==> config.mk <==
export PLATFORM = sky130hd
export DESIGN_NAME = fp_wb_arbiter
export DESIGN_NICKNAME = d
export VERILOG_FILES = /design/src/rtl/fp_wb_arbiter.sv
export SDC_FILE = /design/constraint.sdc
export NUM_CORES = 1
export LEC_CHECK = 0
export CAP_MARGIN = 20
export CORE_MARGIN = 1.5
export CORE_UTILIZATION = 53
export CTS_BUF_LIST = sky130_fd_sc_hd__clkbuf_8
export DETAILED_ROUTE_END_ITERATION = 7
export GPL_TIMING_DRIVEN = 0
export PLACE_DENSITY = 0.81
export SLEW_MARGIN = 20
export SYNTH_ARGS = -nofsm -noshare
export SYNTH_HDL_FRONTEND = slang
export SYNTH_SLANG_ARGS = --single-unit
==> constraint.sdc <==
create_clock -name Clk -period 8.85 [get_ports Clk]
set_input_delay 1.77 -clock Clk [delete_from_list [all_inputs] [get_ports Clk]]
set_output_delay 1.77 -clock Clk [all_outputs]
set_load 0.05 [all_outputs]
==> src/rtl/fp_wb_arbiter.sv <==
// FP register-file writeback front end: two per-source FIFOs, round-robin arbitration, and a registered write port.
// Optional FP_WB_BUSY_EN adds busy_mask, a per-register pending-write map.
module fp_wb_arbiter #(
    parameter int DATA_WIDTH = 64,
    parameter int ADDR_WIDTH = 5,
    parameter int FIFO_DEPTH = 4
) (
    input  logic                  Clk,
    input  logic                  Rst,
    input  logic                  a_valid,
    output logic                  a_ready,
    input  logic [ADDR_WIDTH-1:0] a_addr,
    input  logic [DATA_WIDTH-1:0] a_data,
    input  logic                  b_valid,
    output logic                  b_ready,
    input  logic [ADDR_WIDTH-1:0] b_addr,
    input  logic [DATA_WIDTH-1:0] b_data,
    output logic                  wr_En,
    output logic [ADDR_WIDTH-1:0] wr_Addr,
    output logic [DATA_WIDTH-1:0] wr_Data,
    output logic                  idle
`ifdef FP_WB_BUSY_EN
    ,
    output logic [2**ADDR_WIDTH-1:0] busy_mask
`endif
);

    localparam int PTR_W = $clog2(FIFO_DEPTH);
    localparam int CNT_W = PTR_W + 1;
    localparam logic [CNT_W-1:0] FULL_CNT = CNT_W'(FIFO_DEPTH);

    typedef struct packed {
        logic [ADDR_WIDTH-1:0] addr;
        logic [DATA_WIDTH-1:0] data;
    } entry_t;

    // Records which source won the most recent grant; the other one wins the next tie.
    typedef enum logic {
        SRC_A = 1'b0,
        SRC_B = 1'b1
    } src_e;

    entry_t mem_a [FIFO_DEPTH];
    entry_t mem_b [FIFO_DEPTH];

    logic [PTR_W-1:0]      wr_ptr_a_q, wr_ptr_a_d, rd_ptr_a_q, rd_ptr_a_d;
    logic [PTR_W-1:0]      wr_ptr_b_q, wr_ptr_b_d, rd_ptr_b_q, rd_ptr_b_d;
    logic [CNT_W-1:0]      count_a_q, count_a_d, count_b_q, count_b_d;
    src_e                  last_q, last_d;
    logic                  wr_en_q, wr_en_d;
    logic [ADDR_WIDTH-1:0] wr_addr_q, wr_addr_d;
    logic [DATA_WIDTH-1:0] wr_data_q, wr_data_d;

    logic   push_a, push_b, grant_a, grant_b, ne_a, ne_b;
    entry_t head_a, head_b;

    // Ready looks only at the count, so a full FIFO refuses a push even while it is being popped.
    assign a_ready = count_a_q < FULL_CNT;
    assign b_ready = count_b_q < FULL_CNT;

    assign wr_En   = wr_en_q;
    assign wr_Addr = wr_addr_q;
    assign wr_Data = wr_data_q;
    assign idle    = (count_a_q == '0) && (count_b_q == '0) && !wr_en_q;

    // NOTE: combinational logic uses blocking '='; sequential state below uses non-blocking '<='.
    always_comb begin
        // NOTE: every output of this block gets a value before any branch, so no latch is inferred.
        wr_addr_d = wr_addr_q;
        wr_data_d = wr_data_q;

        ne_a    = count_a_q != '0;
        ne_b    = count_b_q != '0;
        push_a  = a_valid && a_ready;
        push_b  = b_valid && b_ready;
        grant_a = ne_a && (!ne_b || last_q == SRC_B);
        grant_b = ne_b && (!ne_a || last_q == SRC_A);
        head_a  = mem_a[rd_ptr_a_q];
        head_b  = mem_b[rd_ptr_b_q];

        wr_ptr_a_d = push_a  ? wr_ptr_a_q + PTR_W'(1) : wr_ptr_a_q;
        wr_ptr_b_d = push_b  ? wr_ptr_b_q + PTR_W'(1) : wr_ptr_b_q;
        rd_ptr_a_d = grant_a ? rd_ptr_a_q + PTR_W'(1) : rd_ptr_a_q;
        rd_ptr_b_d = grant_b ? rd_ptr_b_q + PTR_W'(1) : rd_ptr_b_q;
        count_a_d  = count_a_q + CNT_W'(push_a) - CNT_W'(grant_a);
        count_b_d  = count_b_q + CNT_W'(push_b) - CNT_W'(grant_b);

        last_d  = grant_a ? SRC_A : (grant_b ? SRC_B : last_q);
        wr_en_d = grant_a || grant_b;
        if (grant_a) begin
            wr_addr_d = head_a.addr;
            wr_data_d = head_a.data;
        end else if (grant_b) begin
            wr_addr_d = head_b.addr;
            wr_data_d = head_b.data;
        end
    end

    always_ff @(posedge Clk or posedge Rst) begin
        if (Rst) begin
            wr_ptr_a_q <= '0;
            rd_ptr_a_q <= '0;
            count_a_q  <= '0;
            wr_ptr_b_q <= '0;
            rd_ptr_b_q <= '0;
            count_b_q  <= '0;
            last_q     <= SRC_B;
            wr_en_q    <= 1'b0;
            wr_addr_q  <= '0;
            wr_data_q  <= '0;
        end else begin
            wr_ptr_a_q <= wr_ptr_a_d;
            rd_ptr_a_q <= rd_ptr_a_d;
            count_a_q  <= count_a_d;
            wr_ptr_b_q <= wr_ptr_b_d;
            rd_ptr_b_q <= rd_ptr_b_d;
            count_b_q  <= count_b_d;
            last_q     <= last_d;
            wr_en_q    <= wr_en_d;
            wr_addr_q  <= wr_addr_d;
            wr_data_q  <= wr_data_d;
        end
    end

    // NOTE: FIFO storage has no reset; the counts alone decide which slots hold live data.
    always_ff @(posedge Clk) begin
        if (push_a) mem_a[wr_ptr_a_q] <= {a_addr, a_data};
        if (push_b) mem_b[wr_ptr_b_q] <= {b_addr, b_data};
    end

`ifdef FP_WB_BUSY_EN
    // A slot is live when its distance from the read pointer (modulo depth) is below the count.
    function automatic logic slot_live(input logic [PTR_W-1:0] idx,
                                       input logic [PTR_W-1:0] rd,
                                       input logic [CNT_W-1:0] cnt);
        logic [PTR_W-1:0] off;
        off = idx - rd;
        return {1'b0, off} < cnt;
    endfunction

    always_comb begin
        busy_mask = '0;
        for (int i = 0; i < FIFO_DEPTH; i++) begin
            if (slot_live(PTR_W'(i), rd_ptr_a_q, count_a_q)) busy_mask[mem_a[i].addr] = 1'b1;
            if (slot_live(PTR_W'(i), rd_ptr_b_q, count_b_q)) busy_mask[mem_b[i].addr] = 1'b1;
        end
        if (wr_en_q) busy_mask[wr_addr_q] = 1'b1;
    end
`endif

endmodule

# Word-level counts from Yosys, hierarchy flattened

Memory sizes are Yosys's and may differ from the RTL's.
Index checks and enable logic that the tools add are counted.

Flip-flop bits (word level): 85
RAM bits: 552
Input bits: 142
Memories kept: 2
Output and inout bits: 73
Logic and storage cells: 50

Memories:

| name  | depth | width | rd ports | clocked after Yosys merged registers in | write ports | RTL line | text |
|---|---|---|---|---|---|---|---|
| mem_a | 4     | 69    | 1        | 0                                       | 1           | 43       | `entry_t mem_a [FIFO_DEPTH];` |
| mem_b | 4     | 69    | 1        | 0                                       | 1           | 44       | `entry_t mem_b [FIFO_DEPTH];` |

$lt $le $gt $ge: 2
Mux-type cells: 10
Bitwise operators: 1
Add/sub/neg operators: 8
Reductions and logical operators: 17

Operators by type and width:

| operator                                                       | number |
|---|---|
| 64-bit two-way mux                                             | 2 |
| 5-bit two-way mux                                              | 2 |
| 2-bit by 1-bit adder with 2-bit output (second input constant) | 4 |
| 3-bit by 1-bit adder with 3-bit output                         | 2 |
| 1-bit logical AND                                              | 6 |
| 3-bit zero test                                                | 2 |
| 3-bit < comparator (second input constant)                     | 2 |
| 1-bit two-way mux                                              | 6 |
| 3-bit nonzero test                                             | 2 |
| 3-bit by 1-bit subtractor with 3-bit output                    | 2 |
| 1-bit zero test                                                | 3 |
| 1-bit logical OR                                               | 3 |
| 2-bit nonzero test                                             | 1 |
| 1-bit inverter                                                 | 1 |

# Logic depth before layout (Yosys ltp)

Word-level depth: 6
Depth in mapped cells: 11
Mapped depth without buffers: 8

# Least setup slack after synthesis

OpenSTA, ideal clock, no wires.

Path kind: input port to flip-flop
Start point: input port a_valid
End point: memory mem_a[0][0] (netlist bit) (enable)
Cell stages on the path: 3
Required time: 8.415 ns
Library setup time: 0.435 ns
Arrival: 3.797 ns
Path buffers: 1
Setup slack: 4.619 ns
Path through: nor2b_1 clkbuf_1 and2_1

Cells in the longest elaborated chain, start to end: 3

RTL lines:

| item                                    | RTL line | text |
|---|---|---|
| start, declared                         | 10       | `input logic a_valid,` |
| 1-bit logical AND                       | 74       | `push_a = a_valid && a_ready;` |
| 1-bit two-way mux                       | 127      | `if (push_a) mem_a[wr_ptr_a_q] <= {a_addr, a_data};` |
| 1-bit two-way mux (implied by the code) | 127      |  |
| end, declared                           | 43       |  |

No other way between the ends.

# Worst setup path in the final report

Start point: register count_b_q[2]
End point: output port idle

Cells in the longest elaborated chain, start to end: 3

RTL lines:

| item                           | RTL line | text |
|---|---|---|
| start, declared                | 48       | `logic [CNT_W-1:0] count_a_q, count_a_d, count_b_q, count_b_d;` |
| start signal, assigned         | 117      | `count_b_q <= count_b_d;` |
| 3-bit zero test                | 64       | `assign idle = (count_a_q == '0) && (count_b_q == '0) && !wr_en_q;` |
| 1-bit logical AND (2 in a row) | 64       |  |
| end, declared                  | 21       | `output logic idle` |

No other way between the ends.

==> metrics.md <==
| Metric | Value |
|---|---|
| Post-cts sizing count | `0` |
| Synth Instances | `1,204` |
| Net switching power | `0.003736 W` |
| GRT overflow | `0` |
| Post-route setup slack | `3.255 ns` |
| Placed insts | `2,027` |
| Clock share of power | `23.1%` |
| Die area | `47,380 um2` |
| Status | `finished, final reports clean` |
| Placement Setup Slack | `3.946 ns` |
| Post CTS Setup Buffer Count | `0` |
| Sequential power share | `39.8%` |
| Vias in the first global route | `14,150` |
| Num CTS Buffers | `99` |
| Combinational power share | `37.1%` |
| Initial antenna violation count | `8` |
| DR iter-0 viols | `1,647` |
| CTS tree | `built` |
| Smallest hold slack | `0.5356 ns` |
| Yosys cell types | `29` |
| Syn_nets | `1,359` |
| Leak pwr | `10.05 nW` |
| Port Buf Inserts | `214` |
| Final ANT Viol Nets | `0` |
| Mean Syn Cell Area | `20.29 um2` |
| Asr flop ratio synth | `13.34%` |
| # H-tree levels | `3` |
| Synth Flop Type | `edfxtp_1` |
| RSZ-0062 raised after global routing | `no` |
| Crit path arrival time | `3.82 ns` |
| Period utilization | `63.22%` |
| Clk_skew | `0.02972 ns` |
| Hold Crit Class | `register to register` |
| Critical Path RT | `7.08 ns` |
| Max incr delay on CP | `0.86 ns` |
| Multi-input logic area | `5246 um2` |
| Clk sink count | `637` |
| Rows | `78` |
| Skew-Pair Late Insertion Delay | `0.71 ns` |
| Cts hold-fix bufs | `0` |
| CP max FO | `10` |
| Syn. warnings | `0` |
| Synth area leader | `edfxtp_1` |
| Initial Util | `53.82%` |
| Number of synthesized register bits | `637` |
| DR pass1 iterations | `8` |
| Post-Syn Area | `24,420 um2` |
| Minimum clock period | `5.595 ns` |
| Max-Slew Margin vs Limit | `30.14%` |
| Final net count | `1,683` |
| Switch share | `36.04%` |
| Fin cells | `2,220` |
| Int Power | `0.006630 W` |
| Critical-path cell list | `nor3_2 -> buf_2 -> buf_4 -> nand2_1 -> nor2_1 -> clkdlybuf4s50_1` |
| CP Class | `register to primary output` |
| Wire per inst | `25.39 um` |
| Fillers | `3,045` |
| Area Growth Syn to Fin | `21.14%` |
| Synth top cells by count | `edfxtp_1 (552), nand3_1 (208), mux4_2 (137)` |
| Register area | `18,700 um2` |
| Most common cell in the synthesized netlist | `edfxtp_1` |
| Largest net degree at the start of global routing | `55` |
| Final instance area | `29,590 um2` |
| Routability cong. | `0.7468` |
| Max cap viols | `0` |
| Top cells by area, synth | `edfxtp_1 (68%), mux4_2 (13%), dfrtp_1 (8.6%), nand3_1 (4.3%), a32oi_1 (2.5%)` |
| Yosys top cell area share | `67.87%` |
| CP endpoint kind | `primary output` |
| Post-synth EDFFs | `552` |
| Hold Violations, Final | `0` |
| DP Area | `27,610 um2` |
| Post-synthesis sequential area ratio | `76.58%` |
| Setup violators final | `0` |
| Layout cell share with drive strength beyond 1 | `20.68%` |
| Root buf cell | `clkbuf_8` |
| Post-DR vias/cell | `6.120` |
| Tightest Pin Transition | `1.042 ns` |
| Fmax | `0.1787 GHz` |
| Die extent in x | `217.7 um` |
| Die height | `217.7 um` |
| First-pass GRT wire length | `84,280 um` |
| Detailed Route WL | `56,380 um` |
| Via count | `13,590` |
| Core box area | `45,380 um2` |
| Worst-case clock buffer depth | `3` |
| CP max stage cell | `nor3_2` |
| Pwr/cell area | `350.4 nW/um2` |
| Worst vdd ir | `0.0002211 V` |
| Worst-path clk slew | `0.06 ns` |
| Overall global routing resource usage | `24.44%` |
| DP Wirelength | `34,900 um` |
| Final Max Slew Viols | `0` |
| Setup TNS | `0 ns` |
| Num ports | `215` |
| DRC Markers | `0` |
| CP startpoint kind | `register` |
-- final cells by class --
| type | instances | share of cell area [%] |
|---|---|---|
| Sequential cell | 637 | 63.21 |
| Multi-Input combinational cell | 467 | 17.73 |
| Timing Repair Buffer | 223 | 8.077 |
| Clock buffer | 113 | 5.256 |
| Tap cell | 600 | 2.537 |
| Buffer | 88 | 1.569 |
| Clock inverter | 75 | 1.404 |
| Inverter | 12 | 0.1691 |
| Antenna cell | 5 | 0.04229 |
-- through the flow --
step	power (W)	util, %
after global routing	0.01083	65.19
after floorplan	0.006709	-
after detailed placement	0.008029	60.83
after global placement	0.007904	60.20
final	0.01037	65.20
after CTS	0.01043	65.17
-- kinds of logic after synthesis --
kind of cell	count (synthesis)	synth area share [%]
AND/OR/NAND/NOR	229	4.779
flip-flops	637	76.58
AO/OA/AOI/OAI	76	2.694
multiplexers	138	12.74
XOR/XNOR	11	0.3944
adder cells (fa/ha/maj)	13	0.7274
buffers and inverters	100	2.085
-- worst paths after layout --
check / end / slack, ns / cells after the start / from
setup / recovery: idle / 3.26 / 6 / count_b_q[2]
hold / removal: wr_Data[27] / 0.54 / 2 / wr_Data[27]
setup reg to reg: count_b_q[2] / 5.58 / 10 / last_q
hold reg to reg: wr_Data[27] / 0.54 / 2 / wr_Data[27]
max in group asynchronous: last_q / 6.71 / 3 / Rst
min in group asynchronous: wr_Data[32] / 1.44 / 2 / Rst
-- worst max-delay path: cells and delay by family (launching register included) --
kind                   cells  cell delay (ns)
buffers and inverters      3             1.60
AND/OR/NAND/NOR            3             1.10
flip-flops                 1             0.42
-- flip-flops by register name, indices dropped and copies added, names as in the netlist, 3 cells and up --
register and flops:
count_a_q 3, count_b_q 3, mem_a 276, mem_b 276
wr_Addr 5, wr_Data 64
-- power groups by stage --
stage	Sequential [W]	Clock (W)	Combinational (W)
CTS	0.00412	0.00243	0.00388
global placement	0.00419	0	0.00371
detailed placement	0.00417	0	0.00386
finish	0.00412	0.00240	0.00385
global route	0.00416	0.00256	0.00410
floorplan	0.00467	0	0.00204
-- cell usage in the layout, fill, tap and decap left out, types with 5 or more instances in the layout --
cell type | synthesis | final
inv_1 | 12 | 55
buf_2 | 17 | 17
nand3_1 | 208 | 208
ha_1 | 11 | 11
clkbuf_1 | 49 | 49
clkinv_2 | 0 | 9
buf_6 | 8 | 8
buf_4 | 14 | 14
edfxtp_1 | 552 | 552
clkdlybuf4s50_1 | 0 | 214
inv_6 | 0 | 5
a32oi_1 | 69 | 69
diode_2 | 0 | 5
dfrtp_1 | 84 | 84
xnor2_1 | 10 | 10
buf_16 | 0 | 9
clkinv_1 | 0 | 11
clkbuf_8 | 0 | 113
and2_4 | 0 | 8
mux4_2 | 137 | 137
-- layer usage --
layer / vias up / wire length, um / GRT usage (%)
li1: 5705 / - / -
met1: 7019 / 21820 / 32.50
met2: 727 / 28140 / 39.68
met3: 130 / 4670 / 5.621
met4: 6 / 1709 / 9.306
met5: - / 35 / 0
No activity file was read; power rests on OpenSTA's default activity.
